File: src/rtl/mem_access_pkg.sv
// Purpose: shared types and constants for the data-memory access unit.
// Latency: n/a (definitions only).
// Backpressure: n/a (definitions only).
package mem_access_pkg;

    typedef enum logic [1:0] {
        IDLE = 2'd0,
        REQ  = 2'd1,
        DONE = 2'd2
    } state_e;

    localparam logic [1:0] ERR_NONE    = 2'd0;
    localparam logic [1:0] ERR_ALIGN   = 2'd1;
    localparam logic [1:0] ERR_BUS     = 2'd2;
    localparam logic [1:0] ERR_TIMEOUT = 2'd3;

endpackage

File: src/rtl/mem_timeout_cnt.sv
// Purpose: counts bus-request cycles and flags when the wait budget is used up.
// Latency: expired is combinational from the registered count.
// Backpressure: none; counts while enable is high, clear has priority.
// Ports: clk, reset (async active-low), clear, enable in; expired out.
module mem_timeout_cnt #(
    parameter int TIMEOUT = 16,
    parameter int TO_W    = 5
) (
    input  logic clk,
    input  logic reset,
    input  logic clear,
    input  logic enable,
    output logic expired
);

    logic [TO_W-1:0] cnt_q;
    logic [TO_W-1:0] cnt_d;

    always_comb begin
        cnt_d = cnt_q;
        if (clear) begin
            cnt_d = '0;
        end else if (enable) begin
            cnt_d = cnt_q + TO_W'(1);
        end
    end

    always_ff @(posedge clk or negedge reset) begin
        if (!reset) begin
            cnt_q <= '0;
        end else begin
            cnt_q <= cnt_d;
        end
    end

    assign expired = (cnt_q == TO_W'(TIMEOUT - 1));

endmodule

File: src/rtl/mem_access_unit.sv
// Purpose: turns the datapath's single-cycle load/store into a handshaked bus transaction.
// Latency: 3 cycles (IDLE, REQ, DONE) with ack on the first REQ cycle, +1 per wait cycle.
// Backpressure: stall holds the core while a request is pending or in flight; TIMEOUT bounds the wait.
// Ports: core side mem_read/mem_write/addr/wdata in, rdata/stall out;
//        bus side bus_req/bus_we/bus_addr/bus_wdata out, bus_ack/bus_rdata/bus_err in;
//        error side err/err_code out, err_clr in.
module mem_access_unit
    import mem_access_pkg::*;
#(
    parameter int ADDR_W  = 8,
    parameter int TIMEOUT = 16,
    parameter int TO_W    = 5
) (
    input  logic              clk,
    input  logic              reset,
    input  logic              mem_read,
    input  logic              mem_write,
    input  logic [ADDR_W-1:0] addr,
    input  logic [31:0]       wdata,
    output logic [31:0]       rdata,
    output logic              stall,
    output logic              bus_req,
    output logic              bus_we,
    output logic [ADDR_W-3:0] bus_addr,
    output logic [31:0]       bus_wdata,
    input  logic              bus_ack,
    input  logic [31:0]       bus_rdata,
    input  logic              bus_err,
    output logic              err,
    output logic [1:0]        err_code,
    input  logic              err_clr
);

    state_e state_q, state_d;

    logic              req;
    logic              aligned;
    logic              expired;

    logic [31:0]       rdata_q, rdata_d;
    logic              bus_req_q, bus_req_d;
    logic              bus_we_q, bus_we_d;
    logic [ADDR_W-3:0] bus_addr_q, bus_addr_d;
    logic [31:0]       bus_wdata_q, bus_wdata_d;
    logic              err_q, err_d;
    logic [1:0]        err_code_q, err_code_d;

    logic              err_new;
    logic [1:0]        err_new_code;

    assign req     = mem_read | mem_write;
    assign aligned = (addr[1:0] == 2'b00);

    // Counter runs only while a request is outstanding and restarts from 0 on each entry to REQ.
    mem_timeout_cnt #(
        .TIMEOUT (TIMEOUT),
        .TO_W    (TO_W)
    ) u_timeout (
        .clk     (clk),
        .reset   (reset),
        .clear   (state_q != REQ),
        .enable  (state_q == REQ),
        .expired (expired)
    );

    // ---------------- FSM: state register ----------------
    always_ff @(posedge clk or negedge reset) begin
        if (!reset) begin
            state_q <= IDLE;
        end else begin
            state_q <= state_d;
        end
    end

    // ---------------- FSM: next state ----------------
    always_comb begin
        state_d = state_q;
        unique case (state_q)
            IDLE: begin
                // Misaligned requests skip the bus and go straight to DONE.
                if (req) begin
                    state_d = aligned ? REQ : DONE;
                end
            end
            REQ: begin
                if (bus_ack || expired) begin
                    state_d = DONE;
                end
            end
            DONE: begin
                // The request of the instruction just committed is still visible here; drop it.
                state_d = IDLE;
            end
            default: state_d = IDLE;
        endcase
    end

    // ---------------- FSM: outputs ----------------
    always_comb begin
        stall = 1'b0;
        unique case (state_q)
            IDLE:    stall = req;
            REQ:     stall = 1'b1;
            DONE:    stall = 1'b0;
            default: stall = 1'b0;
        endcase
    end

    // ---------------- Datapath next state ----------------
    always_comb begin
        rdata_d      = rdata_q;
        bus_req_d    = bus_req_q;
        bus_we_d     = bus_we_q;
        bus_addr_d   = bus_addr_q;
        bus_wdata_d  = bus_wdata_q;
        err_new      = 1'b0;
        err_new_code = ERR_NONE;

        unique case (state_q)
            IDLE: begin
                if (req) begin
                    if (!aligned) begin
                        err_new      = 1'b1;
                        err_new_code = ERR_ALIGN;
                    end else begin
                        // A simultaneous read+write request is issued as a write.
                        bus_we_d    = mem_write;
                        bus_addr_d  = addr[ADDR_W-1:2];
                        bus_wdata_d = wdata;
                        bus_req_d   = 1'b1;
                    end
                end
            end
            REQ: begin
                if (bus_ack) begin
                    bus_req_d = 1'b0;
                    if (bus_err) begin
                        err_new      = 1'b1;
                        err_new_code = ERR_BUS;
                    end else if (!bus_we_q) begin
                        rdata_d = bus_rdata;
                    end
                end else if (expired) begin
                    bus_req_d    = 1'b0;
                    err_new      = 1'b1;
                    err_new_code = ERR_TIMEOUT;
                end
            end
            default: ;
        endcase
    end

    // First error is kept until cleared; a new error in the clear cycle takes the slot.
    always_comb begin
        err_d      = err_q;
        err_code_d = err_code_q;
        if (err_new && (!err_q || err_clr)) begin
            err_d      = 1'b1;
            err_code_d = err_new_code;
        end else if (err_clr) begin
            err_d      = 1'b0;
            err_code_d = ERR_NONE;
        end
    end

    always_ff @(posedge clk or negedge reset) begin
        if (!reset) begin
            rdata_q     <= '0;
            bus_req_q   <= 1'b0;
            bus_we_q    <= 1'b0;
            bus_addr_q  <= '0;
            bus_wdata_q <= '0;
            err_q       <= 1'b0;
            err_code_q  <= ERR_NONE;
        end else begin
            rdata_q     <= rdata_d;
            bus_req_q   <= bus_req_d;
            bus_we_q    <= bus_we_d;
            bus_addr_q  <= bus_addr_d;
            bus_wdata_q <= bus_wdata_d;
            err_q       <= err_d;
            err_code_q  <= err_code_d;
        end
    end

    assign rdata     = rdata_q;
    assign bus_req   = bus_req_q;
    assign bus_we    = bus_we_q;
    assign bus_addr  = bus_addr_q;
    assign bus_wdata = bus_wdata_q;
    assign err       = err_q;
    assign err_code  = err_code_q;

endmodule

File: config.mk
export PLATFORM = sky130hd
export DESIGN_NAME = mem_access_unit
export DESIGN_NICKNAME = d
export VERILOG_FILES = /design/src/rtl/mem_access_pkg.sv /design/src/rtl/mem_timeout_cnt.sv /design/src/rtl/mem_access_unit.sv
export SDC_FILE = /design/constraint.sdc
export NUM_CORES = 1
export LEC_CHECK = 0
export BUFFER_PORTS_ARGS = -buffer_cell sky130_fd_sc_hd__buf_2
export CORE_MARGIN = 2
export CORE_UTILIZATION = 51
export CTS_CLUSTER_SIZE = 16
export DETAILED_ROUTE_END_ITERATION = 12
export GPL_TIMING_DRIVEN = 0
export PLACE_DENSITY = 0.9
export SLEW_MARGIN = 10
export SYNTH_ARGS = -nofsm -noshare
export SYNTH_HDL_FRONTEND = slang
export SYNTH_SLANG_ARGS = --single-unit
File: constraint.sdc
create_clock -name clk -period 2.7 [get_ports clk]
set_input_delay 0.135 -clock clk [delete_from_list [all_inputs] [get_ports clk]]
set_output_delay 0.135 -clock clk [all_outputs]
set_load 0.05 [all_outputs]
==> results.md <==
* Number of flops mapped to enable cells by yosys at 0
* Post-route insts no fill at 462
* Initial Util at 52.1%
* Total grt overflow at 0
* FF+latch count, synth at 82
* Largest net degree at the start of global routing at 50
* Reg clk slew, reported paths at 0.09 ns
* Critical Path RT at 2.93 ns
* Die width at 86.8 um
* CTS Buffer Depth at 2
* Final worst-path cycle share at 63.8%
* CTS-repair resized insts at 0
* R2r startpoint: state_q[1]
* Cts bufs inserted at 9
* H-tree levels at 3
* Met3 Usage GRT at 4.86%
* Crit path kind: flip-flop to flip-flop
* Synth-to-Final Area Change at 34.5%
* Crit. End Element: flip-flop
* Slew @ Worst Pin at 0.453 ns
* Async S/R FF share, synth at 100%
* Hold endpoint: rdata[23]
* Reg2Reg Capture Point: bus_addr[1]
* Share of cells above drive strength 1 at 66.5%
* Number of global-route vias before repair at 2,362
* Hold Path Stages at 2
* Worst Path Arrival at 1.95 ns
* Hold Crit Class: primary input to flip-flop
* CP Buf/Inv Count at 1
* Startpoint Class: flip-flop
* Final hold violations at 0
* Top-level port count at 155
* Min Tclk post-route at 1.72 ns
* CTS tree: built
* Full die area at 7540 sq um
* Worst Hold Margin at 0.0150 ns
* PortBufs at 154
* Crit-path max FO at 10
* CP delay by family, top: flip-flops
* Worst-skew pair later-pin latency at 0.35 ns
* Final setup TNS at 0 ns
* Post-synth net total at 285
* Cell variety after synth at 31
* Final Net Count at 458
* Fin area at 4710 sq um
* Detail Placement HPWL at 5880 um
* Placement Rows at 30
* Final setup viols at 0
* Routed Antenna Nets at 0
* Post-synth top flop: dfrtp_1
* Drt drc at 0
* CP max stage cell: dfrtp_1
* R2R Setup Slk at 0.98 ns
* Core box area at 6720 sq um
* Grt peak-use layer: met2
* Max Cap Viol at 0
* First-pass GRT wire length at 11,800 um
* DR WL/cell at 17.3 um
* Antenna violations before repair at 0
* First-pass iteration count of the detailed router at 4
* Met1 usage at 24.9%
* Cells on worst reg2reg path at 4
* CP peak stage delay at 0.43 ns
* Rel. slew slack at 69.8%
* Die Y at 86.8 um
* Achievable Freq at 581 MHz
* Routed WL at 7980 um
* Clock Skew at 0.0157 ns
* Final Max Slew Viols at 0
* LEAKAGE at 0.00255 uW
* Sequential area share after synthesis at 58.6%
* Synth Cell Area at 3500 sq um
* Ant. Diodes at 0
* Placed Cells at 439
* Pwr dens at 1290 nW/um^2
* Post-synthesis cell count at 204
* Ys Warns at 0
* Worst IR Drop VDD at 0.662 mV
* Num Clock Sinks at 82
* Total Routing Usage GR at 20.8%
* Clock root buffer: clkbuf_8
* Met2 usage at 36.0%
* Routability congestion estimate at 0.791
* Routed vias/inst at 5.04
* Worst Hold Launch: bus_rdata[23]
* Synthesized area per cell at 17.2 sq um
* Total number of vias at 2,329
* Placed Area at 4400 sq um
* Crit path cell chain: nor4_2 > o21a_4 > buf_8 > mux2_4
* Drt initial violations at 42
* Status: finished clean
* RSZ-0062 raised after global routing: false
[power breakdown]
part	internal [uW]	switching [uW]	leakage, uW
Combinational	974	2120	0.00142
Sequential	1690	277	0.00101
Clock	577	443	0.000116
Total	3240	2840	0.00255
[timing repair]
action | CTS | global route
setup endpoints to repair | 0 | 0
setup buffers | 0 | 0
hold buffers | 7 | 0
hold endpoints to repair | 39 | 0
[sequential cells by signal, indices dropped and copies added, names as in the netlist]
name and count:
u_timeout.cnt_q 5, bus_req 1, bus_wdata 32, err 1, bus_addr 6, state_q 2, rdata 32, err_code 2
bus_we 1
[logic make-up (layout without fill, tap and decap cells)]
kind of cell | count (synthesis) | in the layout | synth area share, %
DFF | 82 | 82 | 58.6
muxes | 71 | 71 | 30.1
and+or+nand+nor | 25 | 25 | 4.11
AOI/OAI and AO/OA | 11 | 11 | 2.68
buffers and inverters | 11 | 189 | 3.22
adders and majority gates | 2 | 2 | 0.715
xor gates and xnor gates | 2 | 2 | 0.501
[cells in the final DEF (no fill, tap or decap)]
cell | Yosys | routed
a31oi_1 | 1 | 1
a31o_2 | 1 | 1
xnor2_1 | 1 | 1
and2_1 | 1 | 1
nand3_1 | 3 | 3
mux2_2 | 3 | 3
nand2_1 | 4 | 4
a22o_1 | 1 | 1
dfrtp_1 | 82 | 82
buf_6 | 3 | 3
a21o_1 | 2 | 2
clkbuf_8 | 0 | 11
a32o_1 | 1 | 1
xor2_1 | 1 | 1
buf_16 | 0 | 1
a311oi_1 | 1 | 1
inv_1 | 3 | 3
mux2_4 | 68 | 68
buf_8 | 4 | 4
o21ai_0 | 1 | 1
buf_4 | 1 | 2
nand2b_1 | 2 | 2
nor3_1 | 1 | 1
nor2b_1 | 2 | 2
nor4_2 | 1 | 1
o21a_4 | 1 | 1
ha_1 | 2 | 2
buf_2 | 0 | 153
and3_1 | 1 | 1
bufinv_16 | 0 | 2
dlygate4sd3_1 | 0 | 7
clkinv_4 | 0 | 1
clkinvlp_4 | 0 | 1
nor2_1 | 8 | 8
o22a_1 | 1 | 1
nand4bb_1 | 1 | 1
nand3_4 | 1 | 1
a22oi_1 | 1 | 1
inv_6 | 0 | 1
[metrics by stage]
step	power, uW	util [%]	worst slack (ns)
after global placement	4970	65.0	1.00
final	6080	70.1	0.978
after floorplan	4330	-	1.12
after global routing	6330	70.1	0.910
after detailed placement	5080	65.5	0.970
after CTS	6130	70.1	0.959
[layer usage]
metal  vias to the layer above  part of all wire, %  wire, um
li1                       1066                    -         -
met1                      1140                   41      3240
met2                       112                   50      4020
met3                        11                  7.4       593
met4                         0                  1.5       122
met5                         -                    0         0
[worst register-to-register path, cell delays in order, from the launching register on]
cell     delay (ns)
dfrtp_1        0.43
nor4_2         0.42
o21a_4         0.26
buf_8          0.19
mux2_4         0.32
[cell type report]
| cell class | count | area (sq um) |
|---|---|---|
| flip-flops and latches | 82 | 2050 |
| well taps | 80 | 100 |
| repair buffers | 162 | 871 |
| clock inverters | 5 | 85.1 |
| multi-input cells | 111 | 1340 |
| clock buffers | 11 | 151 |
| inverters | 3 | 11.3 |
| plain buffers | 8 | 101 |
| fillers | 429 | 2010 |
[worst max path at each step]
stage	from	end	slack [ns]	cells after the start
3_3_place_gp	reset	u_timeout.cnt_q[0]	1.00	1
2_1_floorplan	state_q[1]	bus_addr[0]	1.12	4
3_5_place_dp	state_q[1]	bus_addr[1]	0.97	4
6_report	state_q[1]	bus_addr[1]	0.98	4
5_1_grt	state_q[1]	bus_addr[1]	0.91	4
4_1_cts	state_q[1]	bus_addr[1]	0.96	4
[synth_stat cells (3+ instances only)]
master	number	area [sq um]
nand3_1	3	15.0
nand2_1	4	15.0
inv_1	3	11.3
buf_8	4	60.1
mux2_4	68	1020
nor2_1	8	30.0
mux2_2	3	33.8
dfrtp_1	82	2050
buf_6	3	33.8
Power figures use the tool's default switching activity.
